[src/rtl/mem_ctrl.sv]
`default_nettype none
// ============================================================================
// Module      : mem_ctrl
// Description : CPU-side memory controller. Decodes a 16-bit byte address into
//               an external synchronous SRAM (addr[15]=0) or a small IO block
//               (addr[15]=1) holding an LED register, a free-running timer
//               with compare, and a sticky status register. Reads complete
//               with a fixed one-cycle latency. The last returned word is held
//               on rdata between completions.
// Revision    : 1.0 - initial release
// ----------------------------------------------------------------------------
// Ports
//   clk, rst_n         clock / asynchronous active-low reset
//   ren, wen           CPU read / write request
//   addr[15:0]         CPU byte address
//   wdata[31:0]        CPU write data (lane aligned)
//   wmask[3:0]         byte mask, wmask[3-i] enables wdata[8i+7:8i]
//   rdata[31:0]        read data (held between completions)
//   rd_valid           read-complete strobe, one cycle after the request
//   sram_ce/we         SRAM enable / write (combinational from CPU side)
//   sram_addr          SRAM word address
//   sram_wdata         SRAM write data
//   sram_be[3:0]       SRAM byte enables, sram_be[i] enables bits 8i+7:8i
//   sram_rdata[31:0]   SRAM read data, valid the cycle after a read enable
//   led[7:0]           LED register
//   timer_flag         sticky TIMER_COUNT==TIMER_CMP flag
//   bus_err            sticky flag: read and write requested together
// ============================================================================
module mem_ctrl #(
    parameter int SRAM_AW = 12
) (
    input  logic               clk,
    input  logic               rst_n,
    input  logic               ren,
    input  logic               wen,
    input  logic [15:0]        addr,
    input  logic [31:0]        wdata,
    input  logic [3:0]         wmask,
    output logic [31:0]        rdata,
    output logic               rd_valid,
    output logic               sram_ce,
    output logic               sram_we,
    output logic [SRAM_AW-1:0] sram_addr,
    output logic [31:0]        sram_wdata,
    output logic [3:0]         sram_be,
    input  logic [31:0]        sram_rdata,
    output logic [7:0]         led,
    output logic               timer_flag,
    output logic               bus_err
);

    // IO word indices (addr[14:2]) within the IO half of the map
    localparam logic [12:0] c_IDX_LED    = 13'd0;
    localparam logic [12:0] c_IDX_COUNT  = 13'd1;
    localparam logic [12:0] c_IDX_CMP    = 13'd2;
    localparam logic [12:0] c_IDX_STATUS = 13'd3;

    logic [7:0]  r_led;
    logic [31:0] r_timer_count;
    logic [31:0] r_timer_cmp;
    logic        r_timer_flag;
    logic        r_bus_err;
    logic        r_rd_valid;
    logic        r_rd_is_io;
    logic [31:0] r_io_rdata;
    logic [31:0] r_rdata_hold;

    logic        w_is_io;
    logic [12:0] w_io_idx;
    logic [31:0] w_lane;
    logic        w_io_wr;
    logic        w_wr_led;
    logic        w_wr_count;
    logic        w_wr_cmp;
    logic        w_wr_status;
    logic        w_rd_accept;
    logic [31:0] w_io_rvalue;
    logic [31:0] w_count_inc;
    logic [31:0] w_count_next;
    logic [31:0] w_cmp_next;
    logic [31:0] w_rdata;
    logic        w_unused_addr;

    // Byte offset inside the word is meaningless for word-wide accesses
    assign w_unused_addr = ^addr[1:0];

    assign w_is_io  = addr[15];
    assign w_io_idx = addr[14:2];

    // SRAM side is a pure combinational pass-through of the CPU request
    assign sram_ce    = (ren | wen) & ~w_is_io;
    assign sram_we    = wen & ~w_is_io;
    assign sram_addr  = addr[SRAM_AW+1:2];
    assign sram_wdata = wdata;
    assign sram_be    = {wmask[0], wmask[1], wmask[2], wmask[3]};

    // Bit-level mask: wmask is MSB-first relative to byte lanes
    assign w_lane = {{8{wmask[0]}}, {8{wmask[1]}}, {8{wmask[2]}}, {8{wmask[3]}}};

    assign w_io_wr     = wen & w_is_io;
    assign w_wr_led    = w_io_wr & (w_io_idx == c_IDX_LED);
    assign w_wr_count  = w_io_wr & (w_io_idx == c_IDX_COUNT);
    assign w_wr_cmp    = w_io_wr & (w_io_idx == c_IDX_CMP);
    assign w_wr_status = w_io_wr & (w_io_idx == c_IDX_STATUS);

    // A simultaneous write wins; the read is dropped and flagged
    assign w_rd_accept = ren & ~wen;

    // CPU write bytes override the incremented count; other bytes still tick
    assign w_count_inc  = r_timer_count + 32'd1;
    assign w_count_next = w_wr_count ? ((w_count_inc & ~w_lane) | (wdata & w_lane))
                                     : w_count_inc;
    assign w_cmp_next   = (r_timer_cmp & ~w_lane) | (wdata & w_lane);

    always_comb begin
        w_io_rvalue = 32'd0;
        case (w_io_idx)
            c_IDX_LED:    w_io_rvalue = {24'd0, r_led};
            c_IDX_COUNT:  w_io_rvalue = r_timer_count;
            c_IDX_CMP:    w_io_rvalue = r_timer_cmp;
            c_IDX_STATUS: w_io_rvalue = {30'd0, r_bus_err, r_timer_flag};
            default:      w_io_rvalue = 32'd0;
        endcase
    end

    // SRAM data arrives in the completion cycle itself, so it is muxed in live
    assign w_rdata = r_rd_valid ? (r_rd_is_io ? r_io_rdata : sram_rdata) : r_rdata_hold;

    always_ff @(posedge clk or negedge rst_n) begin
        if (!rst_n) begin
            r_led         <= 8'd0;
            r_timer_count <= 32'd0;
            r_timer_cmp   <= 32'hFFFF_FFFF;
            r_timer_flag  <= 1'b0;
            r_bus_err     <= 1'b0;
            r_rd_valid    <= 1'b0;
            r_rd_is_io    <= 1'b0;
            r_io_rdata    <= 32'd0;
            r_rdata_hold  <= 32'd0;
        end else begin
            r_rd_valid    <= w_rd_accept;
            r_timer_count <= w_count_next;

            if (w_rd_accept) begin
                r_rd_is_io <= w_is_io;
                r_io_rdata <= w_io_rvalue;
            end

            if (r_rd_valid) begin
                r_rdata_hold <= w_rdata;
            end

            if (w_wr_led && wmask[3]) begin
                r_led <= wdata[7:0];
            end

            if (w_wr_cmp) begin
                r_timer_cmp <= w_cmp_next;
            end

            // Set has priority over a same-cycle write-1-to-clear
            if (r_timer_count == r_timer_cmp) begin
                r_timer_flag <= 1'b1;
            end else if (w_wr_status && wmask[3] && wdata[0]) begin
                r_timer_flag <= 1'b0;
            end

            if (ren && wen) begin
                r_bus_err <= 1'b1;
            end else if (w_wr_status && wmask[3] && wdata[1]) begin
                r_bus_err <= 1'b0;
            end
        end
    end

    assign rdata      = w_rdata;
    assign rd_valid   = r_rd_valid;
    assign led        = r_led;
    assign timer_flag = r_timer_flag;
    assign bus_err    = r_bus_err;

endmodule
`default_nettype wire

[config.mk]
export PLATFORM = sky130hd
export DESIGN_NAME = mem_ctrl
export DESIGN_NICKNAME = d
export VERILOG_FILES = /design/src/rtl/mem_ctrl.sv
export SDC_FILE = /design/constraint.sdc
export NUM_CORES = 1
export LEC_CHECK = 0
export ABC_AREA = 0
export ABC_CLOCK_PERIOD_IN_PS = 2660
export CAP_MARGIN = 30
export CORE_MARGIN = 1.5
export CORE_UTILIZATION = 25
export CTS_CLUSTER_SIZE = 10
export DETAILED_ROUTE_END_ITERATION = 8
export HOLD_SLACK_MARGIN = 0.06
export PLACE_DENSITY_LB_ADDON = 0.08
export SYNTH_ARGS = -nofsm -noshare
export SYNTH_HDL_FRONTEND = slang
export SYNTH_SLANG_ARGS = --single-unit
[constraint.sdc]
create_clock -name clk -period 2.66 [get_ports clk]
set_clock_uncertainty 0.2 [all_clocks]
set_input_delay 0.399 -clock clk [delete_from_list [all_inputs] [get_ports clk]]
set_output_delay 0.399 -clock clk [all_outputs]
set_load 0.01 [all_outputs]
==> Word-level counts from Yosys, hierarchy flattened <==
Cells that the tools add are included.
{ "word_totals": {"regBits": 140, "out_inout_bits": 93, "elab_cells": 47} }
{ "classes": {"n_addsub": 1, "n_eq_ne": 4, "mux": 8, "n_bitwise": 17, "n_reduce_logical": 8} }
{ "ops": {"columns": ["operator", "n"], "rows": [
  ["$pmux W32 S4", 1],
  ["$and A32 B32 Y32", 3],
  ["$mux W32", 3],
  ["$or A32 B32 Y32", 2],
  ["$add A32 B1 Y32 const B", 1],
  ["$eq A32 B32 Y1", 1],
  ["$not A32 Y32", 1],
  ["$eq A13 B2 Y1 const B", 2],
  ["$eq A13 B1 Y1 const B", 1],
  ["$logic_not A13 Y1", 1],
  ["$and A1 B1 Y1", 8],
  ["$logic_and A1 B1 Y1", 5],
  ["$mux W1", 4],
  ["$reduce_bool A2 Y1", 2],
  ["$not A1 Y1", 2],
  ["$or A1 B1 Y1", 1]
]} }

==> Longest topological paths before layout <==
Gate-level depths: netlist of the first run.
{ "logic_depth": {"ltp_word": 6, "mapped_depth": 7, "mapped_depth_nobuf": 6} }

==> Worst setup path before layout of the first run <==
Ideal clock, no wire load.
{ "synth_path": {"path_kind": "input port to flip-flop", "from": "input addr[5]", "to": "register r_led[0] (netlist: led[0])", "setup_ns": 0.125, "arrival_ns": 1.881, "required_ns": 2.335, "slack_ns": 0.454, "stages": 5, "cell_sequence": "or4_1 nor2_2 and4_1 buf_2 mux2_2"} }
{ "synth_between": {"elab_chain_cells": 3} }
{ "synth_lines": {"columns": ["item", "line_no", "source"], "rows": [
  ["start: declaration", "36", "input logic [15:0] addr,"],
  ["$logic_not A13 Y1", "101", "assign w_wr_led = w_io_wr & (w_io_idx == c_IDX_LED);"],
  ["$and A1 B1 Y1", "101", null],
  ["$logic_and A1 B1 Y1", "153", "if (w_wr_led && wmask[3]) begin"],
  ["end signal: assignment", "154", "r_led <= wdata[7:0];"],
  ["end: declaration", "58", "logic [7:0] r_led;"]
]} }
Every way passes these cells.
A chain may end at the register's enable or synchronous reset.

==> Final worst setup path of the first run <==
{ "layout_path": {"from": "register r_rd_is_io", "to": "output rdata[16]"} }
{ "layout_between": {"elab_chain_cells": 2} }
{ "layout_lines": {"columns": ["item", "line_no", "source"], "rows": [
  ["start: declaration", "64", "logic r_rd_is_io;"],
  ["start signal: assignment", "145", "r_rd_is_io <= w_is_io;"],
  ["$mux W32 (2 in series)", "127", "assign w_rdata = r_rd_valid ? (r_rd_is_io ? r_io_rdata : sram_rdata) : r_rdata_hold;"],
  ["end: declaration", "39", "output logic [31:0] rdata,"]
]} }
Every way passes these cells.

==> results.toml, run 1 <==
[outcome]
outcome = "complete, no violations"

[synthesis]
postSynth.asyncResetShare = 1.000
synth.largest_area_cell = "dfrtp_1"
syn-cell-area_mm2 = 0.007483
netlist_top_cells_count = "dfrtp_1, a21oi_1, nor2_1"
yosysTopAreaCellShare = 0.3611
synth_cells = 754
synth_area_leaders = "dfrtp_1, dfstp_2, mux2_2, a21oi_1, buf_4"
synth_seq_cells = 140
synth-seq-area-share = 0.4735
synth_edf_count = 0
yosysMostFrequentCell = "dfrtp_1"
synth_warnings = 0
syn_avg_cell_area_um2 = 9.925
synth_cell_types = 39
syn_nets = 843
synth-main-ff-cell = "dfrtp_1"

[global_route]
antenna_found_initial = 0
grt_pass1_wl_um = 34770
grt_pass1_vias = 6026
grtUsageMet2 = 0.2418
grt_max_degree = 47
grt_use_met3 = 0.02498
grt-busiest-layer = "met2"
grt.overflow.total = 0
use_met1 = 0.2029
grt_usage = 0.1483

[sta]
relSlewSlack = 0.6201
rsz0062_at_grt = "false"
whs_ns = 0.2712
setup_viol = 0
timing.final.crit_period_ns = 2.589
worst-slew-pin-transition_ns = 0.5699
min_period_over_period = 0.9734
fin_tns_setup_ns = 0
timing.final.max_slew_violations = 0
hold_violations = 0
max_freq_mhz = 386.2

[cells_and_area]
fin_cells = 1286
nFillCells = 3005
area_growth_pct = 35.55
layout-drive-gt1-share = 0.1797
final_core_util = 0.3432
antenna_cells = 0
nets = 972

[die]
core_mm2 = 0.02956
dieArea_mm2 = 0.03098
boundaryPins = 181
row_count = 63
die_y_um = 176.0
die_w_um = 176.0
start_util = 0.2532

[placement]
dp_hpwl_um = 16700
gp_congestion = 0.8069
dp_cells = 1250
io_buffers = 178

[pwr]
vdd_drop_max_uv = 390.5
power.density_mw_per_mm2 = 559.7
total_power_mw = 5.678
leakage_nw = 4.235

[setup_path]
crit_arrival_ns = 1.99
crit_fanout = 14
end_kind = "output pin"
crit_path_start_kind = "register"
required_ns = 2.06
critPathKind = "reg -> out"

[job]
max-cap-violations = 0

[clock_network]
clockBufferDepth = 2
cts.sinks = 140
clk_latency_ns = 0.42
path_clk_slew_ns = 0.07
cts_tree = "built"
cts_made_buffers = 17
root_buffer = "clkbuf_16"
htreeDepth = 4

[route]
drt_first_pass_iters = 4
drc_errors = 0
drtIter0Drc = 271
vias = 5720
wl_per_cell_um = 17.28
drt-total-wl_um = 22230
via_per_inst = 4.448
antenna_left = 0

[hold_path]
hold_class = "in -> async"
==> cells by family (layout without fill, tap and decap cells) <==
| kind of cell | count (synthesis) | in the layout | share of synthesized area |
|---|---|---|---|
| and+or+nand+nor | 199 | 199 | 0.1333 |
| AOI/OAI and AO/OA | 158 | 158 | 0.1140 |
| DFF | 140 | 140 | 0.4735 |
| buffers and inverters | 112 | 254 | 0.08494 |
| muxes | 82 | 82 | 0.1200 |
| xor gates and xnor gates | 62 | 62 | 0.07256 |
| adders and majority gates | 1 | 1 | 0.001672 |
==> repair_timing <==
action,CTS,global route
setup endpoints to repair,8,5
hold buffers,1,0
gates resized for setup,14,5
setup buffers,2,0
pin swaps,0,0
endpoints found under the hold margin,29,0
gates cloned,1,0
==> power by group <==
part / switching (mW) / leakage (nW) / internal [mW] / total, mW
clock network: 0.995 / 0.285 / 1.43 / 2.42
logic: 0.456 / 2.23 / 0.478 / 0.934
registers: 0.0826 / 1.72 / 2.24 / 2.32
total: 1.53 / 4.24 / 4.14 / 5.68
==> worst paths after layout <==
path	slack, ns	startpoint	to	depth (start not counted)
worst max-delay path	0.07	r_rd_is_io$_DFFE_PN0P_	rdata[16]	4
worst min-delay path	0.27	rst_n	r_rdata_hold[27]$_DFFE_PN0P_	2
worst max register to register	0.39	r_timer_count[0]$_DFF_PN0_	r_timer_count[18]$_DFF_PN0_	6
worst min register to register	0.29	r_io_rdata[19]$_DFFE_PN0P_	r_io_rdata[19]$_DFFE_PN0P_	2
max in group asynchronous	1.21	rst_n	rd_valid$_DFF_PN0_	3
min in group clk	0.29	r_io_rdata[19]$_DFFE_PN0P_	r_io_rdata[19]$_DFFE_PN0P_	2
==> layer usage <==
layer / up-vias / share of wire
li1: 2842 / -
met1: 2738 / 0.48
met2: 126 / 0.47
met3: 14 / 0.039
met4: 0 / 0.010
met5: - / 0
==> stage by stage <==
step	setup WS (ns)	cell area, um^2
6_report	0.07063	10140
5_1_grt	0.003361	10140
4_1_cts	0.01128	10130
3_5_place_dp	-0.1628	9487
3_3_place_gp	-0.1684	9487
2_1_floorplan	0.4544	7483
==> final cells by class <==
cell class,instances,area (um^2),share of cell area
repair buffers,212,2158,0.2128
well taps,390,488.0,0.04811
inverters,10,37.54,0.003700
flip-flops and latches,140,3546,0.3496
clock inverters,14,163.9,0.01616
clock buffers,18,439.2,0.04330
multi-input cells,502,3311,0.3264
==> worst max-delay path, stage by stage, from the launching register on <==
cell             delay [ns]
dfrtp_2                0.46
buf_12                 0.18
mux2i_1                0.14
a21oi_1                0.22
clkdlybuf4s50_1        0.57
==> placed cells by master, fill, tap and decap left out, types with 24 or more instances in the layout <==
master           netlist  layout
o21ai_0               39      39
clkdlybuf4s50_1        0     159
a21oi_1               94      93
nand2_1               50      50
xor2_1                38      38
xnor2_1               24      24
buf_4                 51      24
mux2i_1               38      38
nor2_1                73      73
a22oi_1               24      24
dfstp_2               32      32
mux2_2                42      42
dfrtp_1              108     106
Note: power is estimated with default switching activity, not from simulation.
==> run 2: changes to the inputs <==
--- a/config.mk
+++ b/config.mk
@@ -5,7 +5,6 @@
 export SDC_FILE = /design/constraint.sdc
 export NUM_CORES = 1
 export LEC_CHECK = 0
-export ABC_AREA = 0
 export ABC_CLOCK_PERIOD_IN_PS = 2660
 export CAP_MARGIN = 30
 export CORE_MARGIN = 1.5
==> results of run 2 <==
Final layout, timing and power as in run 1 (identical DEF).
